--- config.mk ---
export PLATFORM = sky130hd
export DESIGN_NAME = nn_mac_sequencer
export DESIGN_NICKNAME = d
export VERILOG_FILES = /design/src/rtl/nn_seq_pkg.sv /design/src/rtl/nn_mac_unit.sv /design/src/rtl/nn_mac_sequencer.sv
export SDC_FILE = /design/constraint.sdc
export NUM_CORES = 1
export LEC_CHECK = 0
export CORE_MARGIN = 1
export CORE_UTILIZATION = 45
export CTS_CLUSTER_SIZE = 28
export DETAILED_ROUTE_END_ITERATION = 6
export MAX_ROUTING_LAYER = met4
export PLACE_DENSITY = 0.59
export SYNTH_ARGS = -nofsm -noshare
export SYNTH_HDL_FRONTEND = slang
export SYNTH_SLANG_ARGS = --single-unit
--- constraint.sdc ---
create_clock -name clk -period 10.5 [get_ports clk]
set_input_delay 2.625 -clock clk [delete_from_list [all_inputs] [get_ports clk]]
set_output_delay 2.625 -clock clk [all_outputs]
set_load 0.05 [all_outputs]
--- src/rtl/nn_seq_pkg.sv ---
// Shared types and default widths for the nibble-loaded MAC sequencer.
// Register widths are derived from the operand width, term count and vector count.
package nn_seq_pkg;

  localparam int DEF_NIB_W   = 4;
  localparam int DEF_N_TERMS = 8;
  localparam int DEF_N_VEC   = 4;
  localparam int DEF_ACC_W   = 12;

  localparam int DEF_W_REG_W = DEF_NIB_W * DEF_N_TERMS;
  localparam int DEF_D_REG_W = DEF_W_REG_W * DEF_N_VEC;

  typedef enum logic [1:0] {
    ST_IDLE = 2'd0,
    ST_RUN  = 2'd1,
    ST_EMIT = 2'd2,
    ST_DONE = 2'd3
  } state_t;

  typedef enum logic [1:0] {
    SEL_NONE = 2'b00,
    SEL_W    = 2'b01,
    SEL_D    = 2'b10,
    SEL_CLR  = 2'b11
  } nib_sel_t;

endpackage

--- src/rtl/nn_mac_unit.sv ---
// Signed NIB_W x NIB_W multiplier feeding an ACC_W accumulator.
// Synchronous clear takes priority over enable.
module nn_mac_unit
  import nn_seq_pkg::*;
#(
  parameter int NIB_W = DEF_NIB_W,
  parameter int ACC_W = DEF_ACC_W
) (
  input  logic                    clk,
  input  logic                    rst_n,
  input  logic                    clr,
  input  logic                    en,
  input  logic signed [NIB_W-1:0] a,
  input  logic signed [NIB_W-1:0] b,
  output logic signed [ACC_W-1:0] acc
);

  logic signed [2*NIB_W-1:0] prod;
  logic signed [ACC_W-1:0]   prod_ext;

  assign prod     = a * b;
  assign prod_ext = {{(ACC_W - 2*NIB_W){prod[2*NIB_W-1]}}, prod};

  // NOTE: sequential state is updated with <= so every flop samples pre-edge values.
  always_ff @(posedge clk or negedge rst_n) begin
    if (!rst_n) begin
      acc <= '0;
    end else if (clr) begin
      acc <= '0;
    end else if (en) begin
      acc <= acc + prod_ext;
    end
  end

endmodule

--- src/rtl/nn_mac_sequencer.sv ---
// Loads weight/data registers nibble-wise, then runs N_VEC dot products on one MAC.
// Build option: define NN_MAC_SEQ_RELU_EN to clamp negative results to zero.
module nn_mac_sequencer
  import nn_seq_pkg::*;
#(
  parameter int NIB_W   = DEF_NIB_W,
  parameter int N_TERMS = DEF_N_TERMS,
  parameter int N_VEC   = DEF_N_VEC,
  parameter int ACC_W   = DEF_ACC_W
) (
  input  logic             clk,
  input  logic             rst_n,
  input  logic [NIB_W-1:0] nib_in,
  input  logic [1:0]       nib_sel,
  input  logic             nib_valid,
  input  logic             start,
  output logic             busy,
  output logic             res_valid,
  output logic [1:0]       res_idx,
  output logic [ACC_W-1:0] res,
  output logic             done,
  output logic             load_err
);

  localparam int W_REG_W = NIB_W * N_TERMS;
  localparam int D_REG_W = W_REG_W * N_VEC;
  localparam int K_W     = $clog2(N_TERMS);

  localparam logic [K_W-1:0] K_LAST = K_W'(N_TERMS - 1);
  localparam logic [1:0]     V_LAST = 2'(N_VEC - 1);

  state_t state, state_nxt;

  logic [W_REG_W-1:0] weight_reg;
  logic [D_REG_W-1:0] data_reg;
  logic [K_W-1:0]     k_cnt;
  logic [1:0]         v_cnt;
  logic               load_err_q;
  logic [ACC_W-1:0]   res_hold;
  logic [1:0]         idx_hold;

  logic                    mac_clr;
  logic                    mac_en;
  logic signed [NIB_W-1:0] w_op;
  logic signed [NIB_W-1:0] d_op;
  logic signed [ACC_W-1:0] acc;
  logic [ACC_W-1:0]        res_val;

  logic     is_idle;
  logic     load_req;
  nib_sel_t sel;

  assign is_idle  = (state == ST_IDLE);
  assign sel      = nib_sel_t'(nib_sel);
  assign load_req = nib_valid && (sel != SEL_NONE);

  // Operand k of the weight vector and of the current data vector.
  assign w_op = weight_reg[int'(k_cnt)*NIB_W +: NIB_W];
  assign d_op = data_reg[(int'(v_cnt)*N_TERMS + int'(k_cnt))*NIB_W +: NIB_W];

  nn_mac_unit #(
    .NIB_W (NIB_W),
    .ACC_W (ACC_W)
  ) u_mac (
    .clk   (clk),
    .rst_n (rst_n),
    .clr   (mac_clr),
    .en    (mac_en),
    .a     (w_op),
    .b     (d_op),
    .acc   (acc)
  );

  // NOTE: the operand registers are plain flops, not a RAM, so they are reset
  // directly; a mid-run reset must leave them cleared.
  always_ff @(posedge clk or negedge rst_n) begin
    if (!rst_n) begin
      weight_reg <= '0;
      data_reg   <= '0;
      load_err_q <= 1'b0;
    end else if (load_req) begin
      if (is_idle) begin
        case (sel)
          SEL_W:   weight_reg <= {weight_reg[W_REG_W-NIB_W-1:0], nib_in};
          SEL_D:   data_reg   <= {data_reg[D_REG_W-NIB_W-1:0], nib_in};
          SEL_CLR: begin
            weight_reg <= '0;
            data_reg   <= '0;
            load_err_q <= 1'b0;
          end
          default: ;
        endcase
      end else begin
        load_err_q <= 1'b1;
      end
    end
  end

  always_ff @(posedge clk or negedge rst_n) begin
    if (!rst_n) begin
      state <= ST_IDLE;
    end else begin
      state <= state_nxt;
    end
  end

  // NOTE: every signal written here gets a default first, so no latch is inferred.
  always_comb begin
    state_nxt = state;
    mac_clr   = 1'b0;
    mac_en    = 1'b0;
    case (state)
      ST_IDLE: begin
        if (start) begin
          state_nxt = ST_RUN;
          mac_clr   = 1'b1;
        end
      end
      ST_RUN: begin
        mac_en = 1'b1;
        if (k_cnt == K_LAST) state_nxt = ST_EMIT;
      end
      ST_EMIT: begin
        if (v_cnt == V_LAST) begin
          state_nxt = ST_DONE;
        end else begin
          state_nxt = ST_RUN;
          mac_clr   = 1'b1;
        end
      end
      ST_DONE: state_nxt = ST_IDLE;
      default: state_nxt = ST_IDLE;
    endcase
  end

  always_ff @(posedge clk or negedge rst_n) begin
    if (!rst_n) begin
      k_cnt <= '0;
      v_cnt <= '0;
    end else begin
      case (state)
        ST_IDLE: begin
          if (start) begin
            k_cnt <= '0;
            v_cnt <= '0;
          end
        end
        ST_RUN:  k_cnt <= (k_cnt == K_LAST) ? '0 : k_cnt + K_W'(1);
        ST_EMIT: begin
          k_cnt <= '0;
          if (v_cnt != V_LAST) v_cnt <= v_cnt + 2'd1;
        end
        default: ;
      endcase
    end
  end

`ifdef NN_MAC_SEQ_RELU_EN
  assign res_val = acc[ACC_W-1] ? '0 : acc;
`else
  assign res_val = acc;
`endif

  // Result pins show the live accumulator during EMIT and hold it afterwards.
  always_ff @(posedge clk or negedge rst_n) begin
    if (!rst_n) begin
      res_hold <= '0;
      idx_hold <= '0;
    end else if (state == ST_EMIT) begin
      res_hold <= res_val;
      idx_hold <= v_cnt;
    end
  end

  assign busy      = !is_idle;
  assign res_valid = (state == ST_EMIT);
  assign done      = (state == ST_DONE);
  assign res       = res_valid ? res_val : res_hold;
  assign res_idx   = res_valid ? v_cnt : idx_hold;
  assign load_err  = load_err_q;

endmodule

==> flow_summary.json, run 1 <==
{
  "status": "finished, violations left",
  "failed_checks": "design-rule violations",
  "ys_seq_elements": 194,
  "clock-sinks": 194,
  "hpwl_um": 12800,
  "finalWorstSetupSlack_ns": 4.44,
  "io_pins": 28,
  "finalPower_mw": 2.22,
  "cts_resized": 0,
  "place_area_mm2": 0.0105,
  "synth_mux_area_frac": 0.128,
  "largest_register_ffs": 128,
  "hold_class": "reg2reg",
  "track_usage": 0.196,
  "layout_commonest_cell": "nand2_1",
  "rsz0062_at_grt": "false",
  "end_kind": "flop",
  "synth_fp_nets": 1090,
  "switching_share": 0.366,
  "design_area_mm2": 0.0111,
  "p_switching_mw": 0.813,
  "setup_viol": 0,
  "finClkSkew_ns": 0.0189,
  "ant_nets": 0,
  "cp-start-kind": "flop",
  "power.density_mw_per_mm2": 200,
  "dp_cells": 1274,
  "yosys_warnings": 0,
  "netlist.area_leader.share": 0.479,
  "grt_max_degree": 127,
  "setup-tns-final_ns": 0,
  "wl_um": 20200,
  "seq_area_frac_synth": 0.479,
  "area_delta_synth_final_pct": 9.62,
  "core-area_mm2": 0.0220,
  "synth_cells": 1030,
  "power_frac_comb": 0.316,
  "avgViaCountPerCell": 5.25,
  "drt_iter0_drc": 477,
  "syn_area_mm2": 0.0101,
  "die_area_mm2": 0.0231,
  "synthDistinctLibCells": 47,
  "grt_overflow": 0,
  "fin_nets": 1073,
  "final_hold_viol_count": 0,
  "synth_edf_count": 0,
  "synth_top_family_by_area": "simple AND/OR/NAND/NOR gates",
  "htree_levels": 4,
  "die_height_um": 152,
  "clk_latency_ns": 0.44,
  "synth_top_cell_by_area": "dfrtp_1",
  "crit_type": "reg2reg",
  "synth_compound_area_frac": 0.110,
  "finalCriticalPeriod_ns": 6.06,
  "p_leak_nw": 4.79,
  "placementRows": 54,
  "fin_util": 0.506,
  "diodes": 0,
  "clkTransAtPathRegs_ns": 0.08,
  "cts_buffer_depth": 2,
  "cts_setup_buffers": 0,
  "synth_fa_ha_area_frac": 0.0781,
  "maxSlewHeadroom": 0.287,
  "arrival_ns": 6.42,
  "synth_top_cells_by_area": "dfrtp_1 (48%), nand2_1 (12%), o21ai_0 (8.4%), mux4_2 (8.4%), fa_1 (4.3%)",
  "intPower_mw": 1.41,
  "io_buffers": 27,
  "fin_crit_sh": 0.577,
  "cp_max_fo": 39,
  "synthSimpleGateAreaFrac": 0.145,
  "finalNonFillerCells": 1306,
  "firstDrtPassIters": 6,
  "dp_slack_ns": 4.44,
  "grt_pass1_vias": 6748,
  "avgSynthCellArea_um2": 9.83,
  "gp_congestion": 0.773,
  "fmaxAchievable_ghz": 0.165,
  "cts_tree": "built",
  "layout_common_cells": "nand2_1 (329), dfrtp_1 (192), o21ai_0 (171)",
  "synthArstFlopShare": 1.00,
  "num_vias": 6858,
  "grt_antenna_before_repair": 0,
  "synthXorXnorAreaFrac": 0.0109,
  "drv_slew": 0,
  "cts_root_buf": "clkbuf_16",
  "drv_cap": 0,
  "fillers": 2020,
  "cts_buffers": 17,
  "hold_slack_ns": 0.481,
  "drive_gt1_frac": 0.103,
  "seqPwrFrac": 0.398,
  "tightest_slew_ns": 1.07,
  "die_x_um": 152,
  "wl_per_cell_um": 15.4,
  "cp.required_ns": 10.87,
  "remaining_drc_errors": 10,
  "synthFlopType": "dfrtp_1",
  "postCtsHoldBufs": 0,
  "pwr-share-clk": 0.286,
  "start_util": 0.461,
  "peakVddDrop_uv": 108,
  "grt_pass1_wl_um": 35400
}
[power groups by stage]
stage | combinational [mW] | sequential, mW | clock [mW]
final | 0.703 | 0.885 | 0.636
after global routing | 0.794 | 0.895 | 0.685
after CTS | 0.711 | 0.887 | 0.652
after detailed placement | 0.708 | 0.900 | 0
after global placement | 0.695 | 0.899 | 0
after floorplan | 0.593 | 0.853 | 0
[final timing paths]
| kind | start | to | slack, ns | cells after the start |
|---|---|---|---|---|
| setup / recovery | k_cnt[1] | u_mac.acc[11] | 4.44 | 17 |
| hold / removal | data_reg[127] | data_reg[127] | 0.48 | 2 |
| min in group asynchronous | rst_n | res_hold[8] | 2.14 | 1 |
| hold reg to reg | data_reg[127] | data_reg[127] | 0.48 | 2 |
| setup reg to reg | k_cnt[1] | u_mac.acc[11] | 4.44 | 17 |
| max in group asynchronous | rst_n | data_reg[70] | 6.97 | 2 |
[synthesized netlist by cell type (3+ instances only)]
| cell | n |
|---|---|
| mux2i_1 | 21 |
| nand2b_1 | 4 |
| xnor2_1 | 5 |
| nor2b_1 | 7 |
| buf_6 | 3 |
| buf_2 | 4 |
| a22oi_1 | 6 |
| o21ai_0 | 171 |
| a22o_1 | 10 |
| nand2_1 | 330 |
| mux2_2 | 15 |
| xor2_1 | 5 |
| buf_4 | 3 |
| buf_1 | 3 |
| ha_1 | 28 |
| clkbuf_1 | 58 |
| mux4_2 | 38 |
| nor2_1 | 12 |
| a21oi_1 | 7 |
| fa_1 | 22 |
| inv_1 | 49 |
| dfrtp_1 | 194 |
| nand3_1 | 4 |
[logic make-up (layout without fill, tap and decap cells)]
logic type,after synthesis,after routing
and+or+nand+nor,371,371
AOI/OAI and AO/OA,206,206
DFF,194,194
buffers and inverters,121,117
muxes,77,77
adders and majority gates,50,50
xor gates and xnor gates,11,11
[area by class of cell]
| type | instances | area, um^2 | share of cell area |
|---|---|---|---|
| tap | 280 | 350 | 0.0316 |
| timing repair buffer | 35 | 334 | 0.0301 |
| sequential | 194 | 4860 | 0.437 |
| clock buffer | 17 | 425 | 0.0383 |
| multi-input combinational | 715 | 4810 | 0.433 |
| clock inverter | 15 | 143 | 0.0128 |
| inverter | 50 | 188 | 0.0169 |
[worst max-delay path: stages, from the launching register on]
cell      delay (ns)
dfrtp_2         0.56
buf_4           0.58
mux4_2          0.41
mux4_2          0.47
mux2i_1         0.42
nor2_1          0.17
fa_1            0.49
fa_1            0.54
inv_1           0.05
fa_1            0.52
inv_1           0.04
ha_1            0.32
nor2b_1         0.15
o21ai_0         0.30
nand2_1         0.14
a221oi_1        0.32
xnor3_1         0.38
o21ai_1         0.12
[per-layer routing]
metal | wire [um] | vias up | track usage
met5 | 0 | - | -
met4 | 168 | 0 | 0.0403
met3 | 570 | 14 | 0.0396
met2 | 9360 | 79 | 0.296
met1 | 10100 | 3364 | 0.277
li1 | - | 3401 | -
(Power assumes the default switching activity.)
==> run 2, diff against run 1 <==
clock period = 6.3 ns   (was 10.5 ns; I/O delays follow)
==> run 2 against run 1 <==
Effect of this change:
- final area grew 1.5%
- first-iteration DRC count shrank 20%
- the flow still finishes with violations (design-rule violations)
- clock skew shrank 0.0075 ns
==> flow_summary.json, run 2 (synthesized netlist as in run 1, its figures left out) <==
{
  "fin_crit_sh": 0.944,
  "finClkSkew_ns": 0.0114,
  "die_area_mm2": 0.0231,
  "rrSetupSlack_ns": 0.36,
  "grt_max_degree": 162,
  "drv_cap": 0,
  "fin_nets": 1077,
  "cts_tree": "built",
  "grt_pass1_wl_um": 34800,
  "crit_start": "k_cnt[0]",
  "drv_slew": 0,
  "layout_common_cells": "nand2_1 (329), dfrtp_1 (192), o21ai_0 (171)",
  "crit_type": "reg2reg",
  "dp_cells": 1278,
  "grt_pass1_vias": 6692,
  "tightest_slew_ns": 1.04,
  "wl_um": 20000,
  "diodes": 0,
  "design_area_mm2": 0.0113,
  "placementRows": 54,
  "cts_resized": 0,
  "start_util": 0.461,
  "ant_nets": 0,
  "io_buffers": 27,
  "area_delta_synth_final_pct": 11.3,
  "gp_congestion": 0.829,
  "cts_root_buf": "clkbuf_16",
  "wl_per_cell_um": 15.2,
  "r2r_end": "u_mac.acc[10]",
  "grt_overflow": 0,
  "layout_commonest_cell": "nand2_1",
  "htree_levels": 4,
  "place_area_mm2": 0.0106,
  "grt_antenna_before_repair": 0,
  "finalCriticalPeriod_ns": 5.94,
  "cts_buffers": 17,
  "finalNonFillerCells": 1310,
  "hold_class": "reg2reg",
  "setup_viol": 0,
  "final_hold_viol_count": 0,
  "finalWorstSetupSlack_ns": 0.355,
  "avgViaCountPerCell": 5.24,
  "cp_max_fo": 17,
  "rsz0062_at_grt": "false",
  "largest_register_ffs": 128,
  "setup-tns-final_ns": 0,
  "firstDrtPassIters": 7,
  "power.density_mw_per_mm2": 343,
  "track_usage": 0.194,
  "whs_endpoint": "weight_reg[30]",
  "die_height_um": 152,
  "failed_checks": "design-rule violations",
  "arrival_ns": 6.27,
  "r2r_cells": 17,
  "die_x_um": 152,
  "dp_slack_ns": 0.323,
  "fillers": 1985,
  "cp.required_ns": 6.62,
  "maxSlewHeadroom": 0.309,
  "cts_setup_buffers": 0,
  "cp-start-kind": "flop",
  "postCtsHoldBufs": 0,
  "core-area_mm2": 0.0220,
  "hpwl_um": 12900,
  "clkTransAtPathRegs_ns": 0.08,
  "status": "finished, violations left",
  "fmaxAchievable_ghz": 0.168,
  "whs_path_depth": 2,
  "num_vias": 6862,
  "io_pins": 28,
  "remaining_drc_errors": 10,
  "clock-sinks": 194,
  "drive_gt1_frac": 0.107,
  "end_kind": "flop",
  "min_from": "weight_reg[30]",
  "cts_buffer_depth": 2,
  "clk_latency_ns": 0.45,
  "drt_iter0_drc": 383,
  "p_leak_nw": 4.86,
  "peakVddDrop_uv": 189,
  "reg2reg_from": "k_cnt[0]"
}
## run 2: cell types whose count changed in the layout (fill, tap and decap cells not counted), sizes merged
cell	previous run	this run
bufinv	0	4
clkinvlp	1	2
inv	57	56
buf	8	12
clkinv	7	3
## run 2: worst max path at each step
stage	slack, ns	to	depth (start not counted)
2_1_floorplan	0.91	u_mac.acc[10]	19
3_3_place_gp	0.42	u_mac.acc[10]	17
3_5_place_dp	0.32	u_mac.acc[10]	17
4_1_cts	0.30	u_mac.acc[10]	17
5_1_grt	0.06	u_mac.acc[10]	17
6_report	0.36	u_mac.acc[10]	17
## run 2: cell type report
type,count,area [um^2],area share
clock buffer,17,425,0.0377
clock inverter,15,220,0.0195
inverter,50,188,0.0166
multi-input combinational,715,4810,0.426
sequential,194,4860,0.431
tap,280,350,0.0311
timing repair buffer,39,427,0.0378
## run 2: through the flow
stage,utilization,power [mW],hold slack (ns)
floorplan,-,2.41,0.445
detailed placement,0.484,2.72,0.469
finish,0.513,3.87,0.480
CTS,0.513,3.93,0.487
global route,0.513,4.12,0.509
global placement,0.484,2.71,0.458
## run 2: worst max-delay path, stage by stage, from the launching register on
cell	delay, ns
dfrtp_2	0.73
buf_4	0.27
mux4_2	0.49
mux4_2	0.53
mux2i_4	0.26
or2_1	0.17
fa_1	0.44
fa_1	0.53
fa_1	0.56
inv_1	0.07
fa_1	0.45
a21o_1	0.18
a21oi_1	0.25
o21bai_1	0.13
a211o_1	0.30
a31oi_1	0.19
xor2_1	0.15
o21ai_0	0.08
## run 2: metal layers
metal | part of all wire | wire length (um) | vias up | track usage
met4 | 0.013 | 267 | 0 | 0.0671
met3 | 0.022 | 448 | 17 | 0.0277
met2 | 0.47 | 9340 | 65 | 0.289
li1 | - | - | 3411 | -
met5 | 0 | 0 | - | -
met1 | 0.50 | 9900 | 3369 | 0.272
## run 2: power by group
group          internal [mW]  switching (mW)
Clock                  0.677           0.515
Combinational          0.525           0.650
Sequential              1.34           0.166
Total                   2.54            1.33
==> run 3, diff against run 2 <==
CORE_UTILIZATION = 62   (was 45)
PLACE_DENSITY = 0.78   (was 0.59)
==> run 3 against run 2 <==
Effect of this change:
- the run now ends clean
- clock skew is 0.00088 ns higher
- count of clock-buffer cells in the layout increased by 3
- total power is 0.73% higher
- sequential cell count stayed put
- non-clock buffer count rose by 2
- critical path type unchanged
- largest power group unchanged
- highest routed layer unchanged
==> flow_summary.json, run 3 (synthesized netlist as in run 1, its figures left out) <==
{
  "firstDrtPassIters": 5,
  "r2r_cells": 17,
  "diodes": 0,
  "grt.busiest_layer": "met2",
  "finalPower_mw": 3.90,
  "crit_family": "adder cells",
  "grt_pass1_wl_um": 33500,
  "largest_register_ffs": 128,
  "end_kind": "flop",
  "crit_path_cell_trace": "buf_4, mux4_2, mux4_2, mux2i_1, or2_1, fa_1, fa_1, fa_1, inv_1, fa_1, a21o_1, a21oi_1, o21bai_1, a211o_1, a31oi_1, xor2_1, o21ai_0",
  "p_leak_nw": 4.86,
  "cp-start-kind": "flop",
  "peakVddDrop_uv": 214,
  "grt_pass1_vias": 6607,
  "clkTransAtPathRegs_ns": 0.07,
  "r2r_end": "u_mac.acc[10]",
  "fillers": 1162,
  "ant_nets": 0,
  "clk_latency_ns": 0.44,
  "die_x_um": 130,
  "layout_common_cells": "nand2_1 (329), dfrtp_1 (192), o21ai_0 (170)",
  "grt_overflow": 0,
  "die_area_mm2": 0.0169,
  "grt_antenna_before_repair": 0,
  "cp_max_fo": 14,
  "grt_util_met1": 0.368,
  "finClkSkew_ns": 0.0123,
  "io_pins": 28,
  "arrival_ns": 6.26,
  "ff_latch_area_mm2": 0.00486,
  "area_delta_synth_final_pct": 10.2,
  "setup-tns-final_ns": 0,
  "hold_class": "reg2reg",
  "reg2reg_from": "k_cnt[0]",
  "avgViaCountPerCell": 5.73,
  "crit_type": "reg2reg",
  "start_util": 0.635,
  "cts_buffer_depth": 2,
  "cts_tree": "built",
  "io_buffers": 27,
  "cts_buffers": 17,
  "cts_root_buf": "clkbuf_16",
  "placementRows": 46,
  "rsz0062_at_grt": "false",
  "drv_cap": 0,
  "maxSlewHeadroom": 0.340,
  "status": "finished clean",
  "cp.required_ns": 6.58,
  "track_usage": 0.268,
  "cpMostUsedCell": "fa_1",
  "use_met3": 0.0467,
  "multi_input_area_mm2": 0.00481,
  "die_height_um": 130,
  "cts_setup_buffers": 0,
  "wl_um": 20200,
  "setup_viol": 0,
  "drive_gt1_frac": 0.109,
  "use_met2": 0.417,
  "layout_commonest_cell": "nand2_1",
  "wl_per_cell_um": 16.1,
  "dp_cells": 1216,
  "num_vias": 7146,
  "finalCriticalPeriod_ns": 5.98,
  "worst_path_max_delay_cell": "dfrtp_4",
  "slowest_delay_ns": 0.58,
  "fin_util": 0.700,
  "drt_iter0_drc": 651,
  "fmaxAchievable_ghz": 0.167,
  "fin_nets": 1079,
  "fin_crit_sh": 0.949,
  "final_hold_viol_count": 0,
  "drv_slew": 0,
  "path_buf_inv": 2,
  "tightest_slew_ns": 0.989,
  "core-area_mm2": 0.0159,
  "grt_max_degree": 116,
  "whs_path_depth": 2,
  "htree_levels": 4,
  "rrSetupSlack_ns": 0.32,
  "whs_endpoint": "data_reg[125]",
  "power.density_mw_per_mm2": 349,
  "min_from": "data_reg[125]",
  "finalNonFillerCells": 1248,
  "clock-sinks": 194,
  "gp_congestion": 0.829,
  "hpwl_um": 12800,
  "remaining_drc_errors": 0
}
[run 3: cell count changes in the layout (fill, tap and decap cells not counted), sizes merged]
cell / delta
buf: +2
clkbuf: +3
clkinvlp: -2
inv: -1
[run 3: layout make-up]
type	count	area share
inverter	50	0.0168
clock inverter	12	0.0171
multi-input combinational	715	0.431
clock buffer	20	0.0418
tap	216	0.0242
timing repair buffer	41	0.0340
sequential	194	0.436
[run 3: repair_timing]
action / 4_1_cts / 5_1_grt
hold endpoints to repair: 0 / 0
setup endpoints to repair: 0 / 1
resized for setup: 0 / 3
hold buffers: 0 / 0
[run 3: through the flow]
stage	hold slack, ns	setup WS (ns)	instance area [um^2]
after floorplan	0.445	0.906	10100
after global placement	0.458	0.535	10500
after detailed placement	0.473	0.299	10500
after CTS	0.489	0.196	11200
after global routing	0.511	0.0704	11200
final	0.485	0.321	11200
[run 3: worst min-delay path: cells and delay by family, from the launching register on]
kind,cells,cell delay [ns]
flops,1,0.34
compound gates,1,0.06
simple gates,1,0.04
[run 3: per-layer routing]
| metal | vias up | wire length (um) |
|---|---|---|
| met3 | 18 | 787 |
| met4 | 0 | 176 |
| li1 | 3418 | - |
| met5 | - | 0 |
| met1 | 3576 | 9210 |
| met2 | 134 | 9980 |
[run 3: worst max-delay path by stage]
stage / start / to / slack (ns) / depth (start not counted)
global placement: k_cnt[0] / u_mac.acc[10] / 0.53 / 17
finish: k_cnt[0] / u_mac.acc[10] / 0.32 / 17
global route: k_cnt[0] / u_mac.acc[11] / 0.07 / 17
detailed placement: k_cnt[0] / u_mac.acc[11] / 0.30 / 17
CTS: k_cnt[0] / u_mac.acc[11] / 0.20 / 17
floorplan: k_cnt[1] / u_mac.acc[10] / 0.91 / 19
[run 3: power breakdown]
part | leakage, nW | switching, mW | internal (mW)
registers | 2.67 | 0.145 | 1.34
logic | 1.87 | 0.704 | 0.506
clock network | 0.325 | 0.494 | 0.707
total | 4.86 | 1.34 | 2.55
